==> src/rtl/vco_freq_counter.sv <==
// Counts rising edges of an asynchronous oscillator output over a 2^g clk-cycle gate window.
// Owns the oscillator reset line and exposes the saturating result a byte at a time.
`timescale 1ns/1ps
module vco_freq_counter #(
  parameter int CNT_W       = 16,
  parameter int SYNC_STAGES = 2,
  parameter int SETTLE_CYC  = 64
) (
  input  logic             i_clk,
  input  logic             i_rst,
  input  logic             i_vco_in,
  input  logic             i_start,
  input  logic             i_continuous,
  input  logic [3:0]       i_gate_log2,
  input  logic             i_rd_sel,
  output logic             o_vco_rst,
  output logic             o_busy,
  output logic             o_done,
  output logic [CNT_W-1:0] o_count,
  output logic             o_overflow,
  output logic [7:0]       o_byte_out
);

  localparam int SW = (SETTLE_CYC > 1) ? $clog2(SETTLE_CYC) : 1;
  localparam logic [SW-1:0] SETTLE_LAST = SW'(SETTLE_CYC - 1);

  typedef enum logic [1:0] {
    S_IDLE,
    S_SETTLE,
    S_MEASURE,
    S_DONE
  } state_t;

  state_t                 r_state;
  logic [SYNC_STAGES-1:0] r_sync;
  logic                   r_hist;
  logic [3:0]             r_gate;
  logic [SW-1:0]          r_settle;
  logic [14:0]            r_win;
  logic [CNT_W-1:0]       r_acc;
  logic                   r_pend;
  logic [CNT_W-1:0]       r_count;
  logic                   r_overflow;
  logic                   r_vco_rst;
  logic                   r_busy;
  logic                   r_done;

  logic                   w_edge;
  logic [14:0]            w_win_max;
  logic                   w_win_last;
  logic [CNT_W-1:0]       w_acc_next;
  logic                   w_pend_next;
  logic [15:0]            w_cnt16;

  // The synchronizer free-runs in every state so entering MEASURE never creates a false edge.
  always_ff @(posedge i_clk or posedge i_rst) begin
    if (i_rst) begin
      r_sync <= '0;
      r_hist <= 1'b0;
    end else begin
      r_sync <= {r_sync[SYNC_STAGES-2:0], i_vco_in};
      r_hist <= r_sync[SYNC_STAGES-1];
    end
  end

  assign w_edge     = r_sync[SYNC_STAGES-1] & ~r_hist;
  assign w_win_max  = 15'h7FFF >> (4'd15 - r_gate);
  assign w_win_last = (r_win == w_win_max);

  always_comb begin
    w_acc_next  = r_acc;
    w_pend_next = r_pend;
    if (w_edge) begin
      if (&r_acc) begin
        w_pend_next = 1'b1;
      end else begin
        w_acc_next = r_acc + CNT_W'(1);
      end
    end
  end

  always_ff @(posedge i_clk or posedge i_rst) begin
    if (i_rst) begin
      r_state    <= S_IDLE;
      r_gate     <= '0;
      r_settle   <= '0;
      r_win      <= '0;
      r_acc      <= '0;
      r_pend     <= 1'b0;
      r_count    <= '0;
      r_overflow <= 1'b0;
      r_vco_rst  <= 1'b1;
      r_busy     <= 1'b0;
      r_done     <= 1'b0;
    end else begin
      case (r_state)
        S_IDLE: begin
          r_done <= 1'b0;
          if (i_start) begin
            r_gate    <= i_gate_log2;
            r_acc     <= '0;
            r_pend    <= 1'b0;
            r_settle  <= '0;
            r_vco_rst <= 1'b0;
            r_busy    <= 1'b1;
            r_state   <= S_SETTLE;
          end
        end
        S_SETTLE: begin
          if (r_settle == SETTLE_LAST) begin
            r_win   <= '0;
            r_state <= S_MEASURE;
          end else begin
            r_settle <= r_settle + 1'b1;
          end
        end
        S_MEASURE: begin
          // The final window cycle's edge is folded straight into the published result.
          r_acc  <= w_acc_next;
          r_pend <= w_pend_next;
          if (w_win_last) begin
            r_count    <= w_acc_next;
            r_overflow <= w_pend_next;
            r_done     <= 1'b1;
            r_state    <= S_DONE;
          end else begin
            r_win <= r_win + 1'b1;
          end
        end
        S_DONE: begin
          r_done <= 1'b0;
          if (i_continuous) begin
            r_gate  <= i_gate_log2;
            r_acc   <= '0;
            r_pend  <= 1'b0;
            r_win   <= '0;
            r_state <= S_MEASURE;
          end else begin
            r_vco_rst <= 1'b1;
            r_busy    <= 1'b0;
            r_state   <= S_IDLE;
          end
        end
        default: begin
          r_vco_rst <= 1'b1;
          r_busy    <= 1'b0;
          r_done    <= 1'b0;
          r_state   <= S_IDLE;
        end
      endcase
    end
  end

  generate
    if (CNT_W >= 16) begin : g_wide
      assign w_cnt16 = r_count[15:0];
    end else begin : g_narrow
      assign w_cnt16 = {{(16-CNT_W){1'b0}}, r_count};
    end
  endgenerate

  assign o_vco_rst  = r_vco_rst;
  assign o_busy     = r_busy;
  assign o_done     = r_done;
  assign o_count    = r_count;
  assign o_overflow = r_overflow;
  assign o_byte_out = i_rd_sel ? w_cnt16[15:8] : w_cnt16[7:0];

endmodule
==> config.mk <==
export PLATFORM = sky130hd
export DESIGN_NAME = vco_freq_counter
export DESIGN_NICKNAME = d
export VERILOG_FILES = /design/src/rtl/vco_freq_counter.sv
export SDC_FILE = /design/constraint.sdc
export NUM_CORES = 1
export LEC_CHECK = 0
export BUFFER_PORTS_ARGS = -buffer_cell sky130_fd_sc_hd__buf_2
export CAP_MARGIN = 40
export CORE_ASPECT_RATIO = 1.1
export CORE_MARGIN = 1.5
export CORE_UTILIZATION = 42
export CTS_CLUSTER_DIAMETER = 30
export DETAILED_ROUTE_END_ITERATION = 12
export PLACE_DENSITY_LB_ADDON = 0.05
export SLEW_MARGIN = 20
export SYNTH_ARGS = -nofsm -noshare
export SYNTH_HDL_FRONTEND = slang
export SYNTH_SLANG_ARGS = --single-unit
export TNS_END_PERCENT = 30
==> constraint.sdc <==
create_clock -name i_clk -period 4.2 [get_ports i_clk]
set_clock_uncertainty 0.1 [all_clocks]
set_input_delay 0.84 -clock i_clk [delete_from_list [all_inputs] [get_ports i_clk]]
set_output_delay 0.84 -clock i_clk [all_outputs]
set_load 0.01 [all_outputs]
# Word-level counts from Yosys, hierarchy flattened
# Cells that the tools add are included.
[op_classes]
n_reduce_logical = 16
eq_ne = 12
n_bitwise = 2
n_shift = 1
addsub = 4
n_mux = 33
[ops]
columns = ["operator", "count"]
rows = [
  ["$mux 16", 4],
  ["$pmux 16 s3", 1],
  ["$mux 15", 3],
  ["$pmux 15 s3", 1],
  ["$add 16x1->16 const B", 1],
  ["$reduce_and 16->1", 1],
  ["$add 15x1->15 const B", 1],
  ["$eq 15x15->1", 1],
  ["$reduce_and 3->1", 5],
  ["$shr 15x4->15 const A", 1],
  ["$ne 2x2->1 const B", 7],
  ["$mux 6", 2],
  ["$pmux 6 s2", 1],
  ["$mux 1", 8],
  ["$mux 2", 4],
  ["$mux 4", 2],
  ["$mux 8", 1],
  ["$pmux 2 s4", 1],
  ["$pmux 4 s2", 1],
  ["$add 6x1->6 const B", 1],
  ["$eq 6x6->1 const B", 1],
  ["$pmux 1 s2", 3],
  ["$reduce_bool 2->1", 3],
  ["$reduce_bool 3->1", 2],
  ["other kinds (10)", 12],
]
[totals]
in_bits = 10
word_cells = 81
out_inout_bits = 28
ff_bits = 67

# Logic depth before layout (Yosys ltp)
# Gate-level depths: netlist (run 1).
[logic_depth]
ltp_word = 5
depth_mapped = 10
ltp_nobuf = 9

# Worst setup path after synthesis (run 1)
# OpenSTA, ideal clock, no wires.
[synth_timing]
kind = "input to output"
startpoint = "in i_rd_sel"
endpoint = "out o_byte_out[0]"
required_time_ns = 3.260
n_path_buf = 1
slack_ns = 1.759
path_stages = 2
arrival_ns = 1.501
cell_sequence = "clkbuf_1 > mux2_2"
[synth_via]
elab_chain_cells = 1
[synth_lines]
columns = ["element", "line_no", "rtl"]
rows = [
  ["start, declared", "15", "input logic i_rd_sel,"],
  ["$mux 8", "167", "assign o_byte_out = i_rd_sel ? w_cnt16[15:8] : w_cnt16[7:0];"],
  ["end, declared", "21", "output logic [7:0] o_byte_out"],
]
# Every way passes these cells.

# Worst setup path after layout (run 1)
[layout_timing]
startpoint = "reg r_gate[3]"
endpoint = "reg r_win[11]"
[layout_via]
elab_chain_cells = 5
[layout_lines]
columns = ["element", "line_no", "rtl"]
rows = [
  ["start, declared", "37", "logic [3:0] r_gate;"],
  ["start signal, assigned", "100", "r_gate <= i_gate_log2;"],
  ["start signal, assigned", "133", "r_gate <= i_gate_log2;"],
  ["$sub 4x4->4", "67", "assign w_win_max = 15'h7FFF >> (4'd15 - r_gate);"],
  ["$shr 15x4->15", "67", ""],
  ["$eq 15x15->1", "68", "assign w_win_last = (r_win == w_win_max);"],
  ["$ne 2x2->1 (no source line)", "-", ""],
  ["$reduce_and 4->1 (no source line)", "-", ""],
  ["end signal, assigned", "127", "r_win <= r_win + 1'b1;"],
  ["end, declared", "39", "logic [14:0] r_win;"],
]
# Every way passes these cells.
# A chain may end at the register's enable or synchronous reset.

==> results of run 1 <==
-- metrics by stage --
stage | utilization [%] | instances | setup WS, ns | cell area (um^2)
after CTS | 48.1 | 605 | 1.23 | 4520
after detailed placement | 46.1 | 590 | 1.24 | 4330
final | 48.1 | 605 | 1.19 | 4520
after floorplan | - | 463 | 1.58 | 4080
after global routing | 48.1 | 605 | 0.964 | 4520
after global placement | 45.9 | 589 | 1.28 | 4310
-- logic make-up after synthesis --
logic type,count (synthesis)
AOI/OAI and AO/OA,129
DFF,67
muxes,17
adders and majority gates,8
xor gates and xnor gates,15
buffers and inverters,50
and+or+nand+nor,177
-- synth_stat cells (all sizes together) (2+ instances only) --
| cell | number |
|---|---|
| xnor2 | 5 |
| a21oi | 20 |
| ha | 8 |
| and4 | 5 |
| a41o | 2 |
| buf | 12 |
| a31oi | 9 |
| a22o | 3 |
| nand3 | 20 |
| o211ai | 2 |
| a21o | 6 |
| a31o | 6 |
| and3 | 8 |
| o311a | 3 |
| clkbuf | 22 |
| o22ai | 3 |
| nor4 | 4 |
| a221o | 5 |
| nand2b | 2 |
| nand2 | 74 |
| a211oi | 3 |
| a41oi | 3 |
| nor3 | 12 |
| o21ai | 40 |
| nor2 | 23 |
| or2 | 2 |
| xor2 | 10 |
| mux2i | 4 |
| o31ai | 5 |
| a221oi | 2 |
| o221ai | 4 |
| inv | 16 |
| mux2 | 13 |
| and2 | 4 |
| a32o | 3 |
| nor2b | 4 |
| dfrtp | 66 |
| a211o | 2 |
| nand4 | 12 |
-- final cells by class --
| class | count | area, um^2 |
|---|---|---|
| timing repair buffer | 44 | 250 |
| sequential | 67 | 1680 |
| fill | 927 | 4880 |
| multi-input combinational | 346 | 2200 |
| tap | 117 | 146 |
| clock buffer | 10 | 138 |
| clock inverter | 5 | 53.8 |
| inverter | 16 | 60.1 |
-- worst max path at each step --
stage / endpoint / depth (start not counted)
after floorplan: o_busy / 1
after global placement: r_win[11] / 7
after detailed placement: r_win[11] / 7
after CTS: r_win[11] / 7
after global routing: r_win[11] / 7
final: r_win[11] / 7
-- power groups by stage --
stage	sequential (mW)	clock (mW)	combinational, mW
finish	0.852	0.547	0.866
global route	0.867	0.593	0.977
CTS	0.852	0.562	0.873
detailed placement	0.863	0	0.871
global placement	0.864	0	0.860
floorplan	0.786	0	0.729
-- flip-flops by register name, summed over array words and instances, names as in the netlist, 2 cells and up --
register,count
o_count,16
r_acc,16
r_win,15
r_settle,6
r_gate,4
r_state,2
r_sync,2
-- cell usage in the layout (no fill, tap or decap), types with 6 or more instances in the layout --
| master | synthesis | final |
|---|---|---|
| a21oi_1 | 20 | 20 |
| a21o_1 | 6 | 6 |
| dfrtp_1 | 66 | 66 |
| buf_4 | 2 | 6 |
| nand4_1 | 12 | 12 |
| mux2_2 | 12 | 12 |
| clkbuf_8 | 0 | 10 |
| ha_1 | 8 | 8 |
| inv_1 | 15 | 14 |
| buf_2 | 5 | 37 |
| and3_1 | 8 | 8 |
| a31oi_1 | 9 | 9 |
| xor2_1 | 10 | 10 |
| nand3_1 | 19 | 19 |
| o21ai_0 | 38 | 38 |
| nand2_1 | 74 | 74 |
| nor3_1 | 12 | 12 |
| nor2_1 | 23 | 23 |
-- metal layers --
metal,vias to the layer above,part of all wire (%),global-route usage (%)
met5,-,0,0
met1,1715,47,26.4
met3,19,2.6,3.35
met4,0,2.8,9.01
met2,59,47,32.8
li1,1732,-,-
==> impl_results.md, run 1 <==
- Num CTS Buffers: 9
- PD cells: approximately 500 nW/um^2
- Xor/xnor share of the synthesized area: between 3 and 4%
- Syn Area/Cell: 8.82 um^2
- Compound-Gate Fraction of Synth Area: approximately 22%
- Primary FF master, synth: dfrtp_1
- Sw Ratio: between 40% and 50%
- Yosys top cell area share: 40.5%
- CP Data Required Time: approximately 4.3 ns
- Die width: 97.0 um
- Setup TNS: 0 ns
- Worst slew pin tran: approximately 0.74 ns
- Adder-cell area share of the yosys netlist: between 2 and 2.5%
- Grt ovf: 0
- CTS tree: built
- Global-route wire length before repair: 16,400 um
- Slowest stage cell, crit path: dfrtp_1
- Final min period: ~3 ns
- Via count: roughly 3,500
- Worst EP arrival: approximately 3.2 ns
- Die H: between 100 and 150 um
- Share of layout cells above drive strength 1: roughly 18%
- Register area share after synthesis: 41.1%
- FF-to-FF End: r_win[11]
- Clk pwr share: 24.2%
- Reg2reg path depth: 7
- GPL Wtd Cong: 0.878
- Largest net degree at the start of global routing: 33
- Synthesized area: ~4100 um^2
- DR DRC count: 0
- Reg power frac: 37.6%
- Post-DP HPWL: 6960 um
- Ys Warns: 0
- Post-CTS setup buffers: 0
- Synth Net Count: 481
- ANT cells: 0
- Hold crit path type: reg2reg
- Vias per Instance: slightly below 6
- Initial DRC count: ~170
- H-tree Lvls: 3
- Row count: 37
- Nets: around 500
- Slew headroom: between 50% and 60%
- Cts repair resizes: 0
- IO Port Bufs: 37
- Gate power share: a little under two fifths
- Max Cap Viol: 0
- Worst setup path startpoint: r_gate[3]
- Sw Pwr: about 0.95 mW
- Reg2Reg Setup Slack: around 1.2 ns
- Delay of the slowest critical-path stage: ~0.7 ns
- Post-synthesis mux area share: between 4 and 5%
- Cells after Synth: between 400 and 500
- Area growth from synthesis to layout: 10.8%
- Ports: 38
- Asr flop ratio synth: 100%
- Worst hold slack: between 0.2 and 0.3 ns
- CTS Sinks: 67
- Internal power: ~1.3 mW
- Worst path cell trace: inv_1 > a221oi_1 > o22ai_1 > nor4_4 > nand3_2 > and4_1 > a221o_1
- Fin. Hold Viols: 0
- WHS Path Cells: 0
- Worst-Skew Late Latency: around 0.36 ns
- Core area: approximately 9400 um^2
- Fmax: between 300 and 400 MHz
- CTS Buffer Depth: 2
- Fin. max-slew vios: 0
- Post-synth top area cell: dfrtp_1
- Yosys reg bits: 67
- Run status: completed
- Area contributors post-synth: dfrtp_1 40%, nand2_1 6.8%, o21ai_0 4.7%, mux2_2 3.3%, a21oi_1 2.5%
- Clock root buffer master: clkbuf_8
- CP Launch Type: flop
- CP Buf/Inv Count: 1
- Worst path top cell family by delay: simple AND/OR/NAND/NOR gates
- Worst hold path endpoint: r_sync[1]
- Die area: between 10,000 and 15,000 um^2
- Simple-gate share of the synthesized area: 21.6%
- RSZ-0062 raised after global routing: no
- Initial antenna violation count: 0
- Overall power: between 2 and 2.5 mW
- Vias in the first global route: ~3,200
- CP Max Fanout: 25
- Critical hold path startpoint: r_sync[0]
- Crit Path Class: reg2reg
- Fin crit share: a little under three quarters
- Routed WL: just under 10,000 um
- CP Capture Type: flop
- DRT antenna net count: 0
- Post-synth EDFFs: 0
- Clk pin slew, worst setup/hold paths: ~0.07 ns
- Hold buffer count at CTS: 0
- Distinct cells, synth: 67
- Wire length per cell: 16.2 um
- Tot GR Track Use: between 20 and 25%
- Largest family of logic cells by synthesized area: compound AO/OA/AOI/OAI gates
- Worst VDD drop: between 200 and 300 uV
- # setup viols final: 0
- Drt first pass iters: 4
- Initial Utilization: about 43%
- Worst r2r src: r_gate[3]
- Static leakage: 2.04 nW
Power figures use the tool's default switching activity.
==> inputs of run 2 (changes only) <==
--- a/config.mk
+++ b/config.mk
@@ -5,6 +5,7 @@
 export SDC_FILE = /design/constraint.sdc
 export NUM_CORES = 1
 export LEC_CHECK = 0
+export ABC_AREA = 1
 export BUFFER_PORTS_ARGS = -buffer_cell sky130_fd_sc_hd__buf_2
 export CAP_MARGIN = 40
 export CORE_ASPECT_RATIO = 1.1
==> constraint.sdc (replaced) <==
create_clock -name i_clk -period 2.9 [get_ports i_clk]
set_clock_uncertainty 0.1 [all_clocks]
set_input_delay 0.58 -clock i_clk [delete_from_list [all_inputs] [get_ports i_clk]]
set_output_delay 0.58 -clock i_clk [all_outputs]
set_load 0.01 [all_outputs]
==> impl_results.md, run 2 <==
- Run status: completed
- Syn Area/Cell: 7.35 um^2 (-17%)
- Routed WL: 10,200 um (+3.8%)
- Ports: 38 (unchanged)
- CTS Buffer Depth: 2 (unchanged)
- Worst-Skew Late Latency: 0.35 ns (about the same)
- Static leakage: 2.22 nW (+8.6%)
- CTS tree: built
- Fin crit share: 84.5% (+13 points)
- CP Launch Type: flop
- Cell with the most instances after synthesis: nand2_1
- Largest net degree at the start of global routing: 50 (+52%)
- Worst slew pin tran: 0.546 ns (-0.195 ns)
- Die width: 96.6 um (-0.42%)
- Crit Path Class: reg2reg
- Worst r2r src: r_gate[3]
- Cells after Synth: 551 (+19%)
- Share of layout cells above drive strength 1: 14.4% (-3.8 points)
- Distinct cells, synth: 37 (-45%)
- Final min period: 2.45 ns (-0.563 ns)
- Initial antenna violation count: 0 (unchanged)
- Setup TNS: 0 ns (unchanged)
- Core area: 9350 um^2 (-0.49%)
- Grt ovf: 0 (unchanged)
- Vias per Instance: 5.15 (-12%)
- Area growth from synthesis to layout: 13.0%
- Cts repair resizes: 0 (unchanged)
- Wire length per cell: 14.3 um (-12%)
- Hold crit path type: in2async
- CTS Sinks: 67 (unchanged)
- CP Data Required Time: 3.02 ns (-1.32 ns)
- Most frequent cells in the layout: 161 x nand2_1, 66 x dfrtp_1, 57 x inv_1, 57 x nand3_1, 44 x nor2_1
- Clock root buffer master: clkbuf_8
- Via count: 3,673 (+4.2%)
- ANT cells: 0 (unchanged)
- Register area share after synthesis: 41.5% (+0.36 points)
- Post-DP HPWL: 7690 um (+11%)
- Worst EP arrival: 2.57 ns (-0.58 ns)
- Primary FF master, synth: dfrtp_1
- H-tree Lvls: 3 (unchanged)
- CP Max Fanout: 20 (-20%)
- Fmax: 408 MHz (+23%)
- WL met2: 5060 um (+9.2%)
- Die H: 106 um (-0.42%)
- GPL Wtd Cong: 0.898 (+2.3%)
- Synth Net Count: 569 (+18%)
- Nets: 609 (+21%)
- Vias in the first global route: 3,452 (+6.6%)
- DRT antenna net count: 0 (unchanged)
- RSZ-0062 raised after global routing: no
- CP Capture Type: flop
- Fin. max-slew vios: 0 (unchanged)
- Tot GR Track Use: 20.5% (+0.32 points)
- Row count: 37 (unchanged)
- PD cells: 680 nW/um^2 (+36%)
- IO Port Bufs: 37 (unchanged)
- Post-CTS setup buffers: 0 (unchanged)
- Commonest non-fill, non-tap cell in the layout: nand2_1
- Worst setup path startpoint: r_gate[3]
- Fin. Hold Viols: 0 (unchanged)
- Max Cap Viol: 0 (unchanged)
- Top sig layer: met4
- Post-synth EDFFs: 0 (unchanged)
- Clk pin slew, worst setup/hold paths: 0.08 ns (about the same)
- Asr flop ratio synth: 100% (unchanged)
- Metal3 WL: 305 um (+21%)
- Ys Warns: 0 (unchanged)
- Drt first pass iters: 4 (unchanged)
- Overall power: 3.11 mW (+37%)
- Hold buffer count at CTS: 0 (unchanged)
- Die area: 10,200 um^2 (-0.83%)
- Yosys reg bits: 67 (unchanged)
- Post-synth top area cell: dfrtp_1
- # setup viols final: 0 (unchanged)
- Area contributors post-synth: dfrtp_1 41%, nand2_1 15%, nand3_1 7.0%, inv_1 5.4%, nor2_1 4.1%
- Global-route wire length before repair: 16,900 um (+3.1%)
- Worst VDD drop: 331 uV (+32%)
- Synthesized area: 4050 um^2 (-0.86%)
- Num CTS Buffers: 9 (unchanged)
- Initial DRC count: 162 (-5.3%)
- Met1 Wirelength: 4660 um (+0.32%)
- Yosys top cell area share: 40.8% (+0.35 points)
- Initial Utilization: 43.3% (-0.16 points)
- Top cells by count, synth: 161 x nand2_1, 66 x dfrtp_1, 58 x inv_1, 57 x nand3_1, 44 x nor2_1
- Worst hold slack: 0.126 ns (-0.130 ns)
- DR DRC count: 0 (unchanged)
- Slew headroom: 63.6% (+13 points)
## run 2: where the power goes
group | switching, mW | internal (mW)
logic | 0.748 | 0.345
clock network | 0.389 | 0.445
registers | 0.142 | 1.04
## run 2: logic make-up (layout without fill, tap and decap cells)
family,Yosys count,after routing,share of synthesized area (%)
AOI/OAI and AO/OA,66,66,8.69
adders and majority gates,8,8,2.47
buffers and inverters,77,122,7.70
and+or+nand+nor,314,314,35.3
muxes,5,5,1.39
xor gates and xnor gates,14,14,3.03
DFF,67,67,41.5
## run 2: critical path, cell delays in order, from the launching register on
cell	delay [ns]
dfrtp_1	0.60
clkinv_1	0.33
nand3_1	0.17
nand4_1	0.12
nor2_2	0.24
nand4_4	0.33
buf_4	0.31
nand2_1	0.07
o21ai_1	0.05
## run 2: final timing paths
check	cells past startpoint	endpoint	slack, ns
worst max-delay path	8	o_count[8]	0.45
worst max register to register	8	o_count[8]	0.45
worst min register to register	0	r_sync[1]	0.25
max in group asynchronous	3	o_vco_rst	1.92
worst min-delay path	2	r_hist	0.13
min in group i_clk	1	r_sync[0]	0.25
## run 2: cell type report
type	count	area, um^2
Inverter	63	236
Clock buffer	11	151
Fill cell	937	4780
Tap cell	117	146
Multi-Input combinational cell	407	2060
Clock inverter	5	61.3
Sequential cell	67	1680
Timing Repair Buffer	43	243
## run 2: metrics by stage
step	setup WS, ns	utilization (%)	cell area, um^2	std cells
after floorplan	0.538	-	4050	551
after global placement	0.539	46.6	4360	697
after detailed placement	0.479	46.6	4360	697
after CTS	0.457	48.9	4570	713
after global routing	0.292	48.9	4570	713
final	0.450	48.9	4570	713
## run 2: routing by layer
metal  GRT usage (%)  vias to the layer above
li1                -                     1875
met2            34.7                       58
met4            6.11                        0
met1            26.9                     1726
met5               0                        -
met3            3.35                       14
==> inputs of run 3 (changes only) <==
--- a/config.mk
+++ b/config.mk
@@ -5,7 +5,7 @@
 export SDC_FILE = /design/constraint.sdc
 export NUM_CORES = 1
 export LEC_CHECK = 0
-export ABC_AREA = 1
+export ABC_AREA = 0
 export BUFFER_PORTS_ARGS = -buffer_cell sky130_fd_sc_hd__buf_2
 export CAP_MARGIN = 40
 export CORE_ASPECT_RATIO = 1.1
==> constraint.sdc (replaced) <==
create_clock -name i_clk -period 2 [get_ports i_clk]
set_clock_uncertainty 0.1 [all_clocks]
set_input_delay 0.4 -clock i_clk [delete_from_list [all_inputs] [get_ports i_clk]]
set_output_delay 0.4 -clock i_clk [all_outputs]
set_load 0.01 [all_outputs]
==> impl_results.md, run 3 (synthesis results as in run 1) <==
- Max Cap Viol: 0 (unchanged)
- Fin. max-slew vios: 0 (unchanged)
- Share of layout cells above drive strength 1: 41.1% (+27 points)
- Largest net degree at the start of global routing: 53 (+6.0%)
- Die area: 10,300 um^2 (+0.84%)
- Area growth from synthesis to layout: 39.6%
- CP Capture Type: flop
- Overall power: 5.88 mW (+89%)
- Routed WL: 11,400 um (+12%)
- Drt first pass iters: 5 (+1)
- Via count: 4,015 (+9.3%)
- Fin. Hold Viols: 0 (unchanged)
- Setup TNS: -11.56 ns (-11.56 ns)
- Core area: 9400 um^2 (+0.50%)
- Vias in the first global route: 3,849 (+12%)
- Worst VDD drop: 759 uV (+130%)
- Commonest non-fill, non-tap cell in the layout: buf_4
- DP Area: 5140 um^2 (+18%)
- CP Buf/Inv Count: 4 (+2)
- PnR worst setup slack: -0.394 ns (-0.844 ns)
- Slew headroom: 70.2% (+6.6 points)
- Worst path cell trace: buf_6 > inv_2 > buf_4 > o311a_1 > o22ai_2 > nor4_4 > nand3_2 > buf_6 > and3_4 > a221o_1
- Row count: 37 (unchanged)
- ANT cells: 0 (unchanged)
- CTS Buffer Depth: 2 (unchanged)
- CP Data Required Time: 2.14 ns (-0.88 ns)
- CTS tree: built
- Wire length per cell: 16.0 um (+12%)
- Initial DRC count: 122 (-25%)
- Nets: 614 (+0.82%)
- Clk pin slew, worst setup/hold paths: 0.07 ns (about the same)
- Place WS: -0.425 ns (-0.904 ns)
- Clock root buffer master: clkbuf_8
- IO Port Bufs: 37 (unchanged)
- Vias per Instance: 5.61 (+8.9%)
- DR DRC count: 0 (unchanged)
- Ports: 38 (unchanged)
- Static leakage: 2.65 nW (+19%)
- H-tree Lvls: 3 (unchanged)
- Die H: 106 um (+0.42%)
- Delay of the slowest critical-path stage: 0.43 ns (-0.17 ns)
- CP Launch Type: flop
- Worst slew pin tran: 0.447 ns (-0.0987 ns)
- CP Max Fanout: 10 (-50%)
- Violated checks: negative setup slack
- Die width: 97.0 um (+0.42%)
- GPL Wtd Cong: 0.862 (-4.0%)
- Run status: finished with violations
- RSZ-0062 raised after global routing: yes
- Slowest stage cell, crit path: dfrtp_2
- PD cells: 1030 nW/um^2 (+52%)
- Fin crit share: 120% (+35 points)
- Worst path top cell family by delay: simple AND/OR/NAND/NOR gates
- Final core occ: 60.6% (+12 points)
- Global-route wire length before repair: 18,700 um (+11%)
- Initial Utilization: 43.4% (+0.16 points)
- DRT antenna net count: 0 (unchanged)
- Num CTS Buffers: 9 (unchanged)
- Hold crit path type: in2reg
- Fillers: 817 (-13%)
- # setup viols final: 40 (+40)
- Initial antenna violation count: 0 (unchanged)
- CTS Sinks: 67 (unchanged)
- Tot GR Track Use: 22.8% (+2.3 points)
- Post-DP HPWL: 8150 um (+6.0%)
- Worst EP arrival: 2.53 ns (-0.04 ns)
- Most frequent CP cell: buf_6
- Fmax: 418 MHz (+2.3%)
- Most frequent cells in the layout: 99 x buf_4, 65 x nand2_1, 63 x dfrtp_1
- Grt ovf: 0 (unchanged)
- Final min period: 2.39 ns (-0.0562 ns)
- Crit Path Class: reg2reg
- Worst-Skew Late Latency: 0.35 ns (about the same)
- Design area: 5700 um^2 (+25%)
-- run 3: cell count changes in the layout (fill, tap and decap cells not counted), moves of 6 or more --
cell	change
o21ai_0	-9
nand2_1	-96
a21o_1	+6
inv_1	-46
nand3_1	-41
nor2_1	-26
buf_4	+94
a31oi_1	+8
buf_6	+16
mux2_2	+7
nand2_2	+6
-- run 3: path summary, 6_finish.rpt --
kind / slack [ns] / cells past startpoint / from / to
max: -0.39 / 10 / r_gate[3] / r_win[4]
min: 0.05 / 1 / i_vco_in / r_sync[0]
max reg2reg: -0.39 / 10 / r_gate[3] / r_win[4]
min reg2reg: 0.26 / 0 / r_sync[0] / r_sync[1]
max in group asynchronous: 0.72 / 4 / i_rst / o_count[9]
min in group asynchronous: 0.48 / 3 / i_rst / o_busy
-- run 3: area by class of cell --
cell class / count / area (um^2) / area share, %
clock buffer: 12 / 155 / 2.72
timing repair buffer: 156 / 1180 / 20.7
sequential: 67 / 1680 / 29.5
multi-input combinational: 346 / 2460 / 43.2
tap: 117 / 146 / 2.57
inverter: 16 / 63.8 / 1.12
clock inverter: 2 / 12.5 / 0.220
-- run 3: per-stage QoR --
stage / hold WS [ns] / std cells
floorplan: 0.231 / 463
global placement: 0.242 / 688
detailed placement: 0.253 / 688
CTS: 0.0373 / 714
global route: 0.0418 / 716
finish: 0.0531 / 716
-- run 3: worst reg2reg max path: cells and delay by family, from the launching register on --
| family | cells | cell delay (ns) |
|---|---|---|
| AO/OA/AOI/OAI | 3 | 0.57 |
| buffers and inverters | 4 | 0.54 |
| flip-flops | 1 | 0.43 |
| AND/OR/NAND/NOR | 3 | 0.65 |
-- run 3: routing by layer --
metal | part of all wire, % | global-route usage (%)
met1 | 42 | 26.8
met2 | 53 | 41.4
met3 | 3.1 | 3.75
met4 | 1.8 | 8.59
met5 | 0 | 0
-- run 3: report_power, final --
part / switching [mW] / internal [mW] / total (mW)
sequential: 0.169 / 1.51 / 1.68
clock: 0.514 / 0.502 / 1.02
combinational: 1.65 / 1.53 / 3.18
total: 2.33 / 3.55 / 5.88
-- run 3: repair_timing --
item	in CTS	in global routing
endpoints found under the hold margin	14	0
hold buffers	1	0
buffers inserted	10	2
gates cloned	1	0
setup endpoints to repair	49	54
resized for setup	29	47
pin swaps	20	18
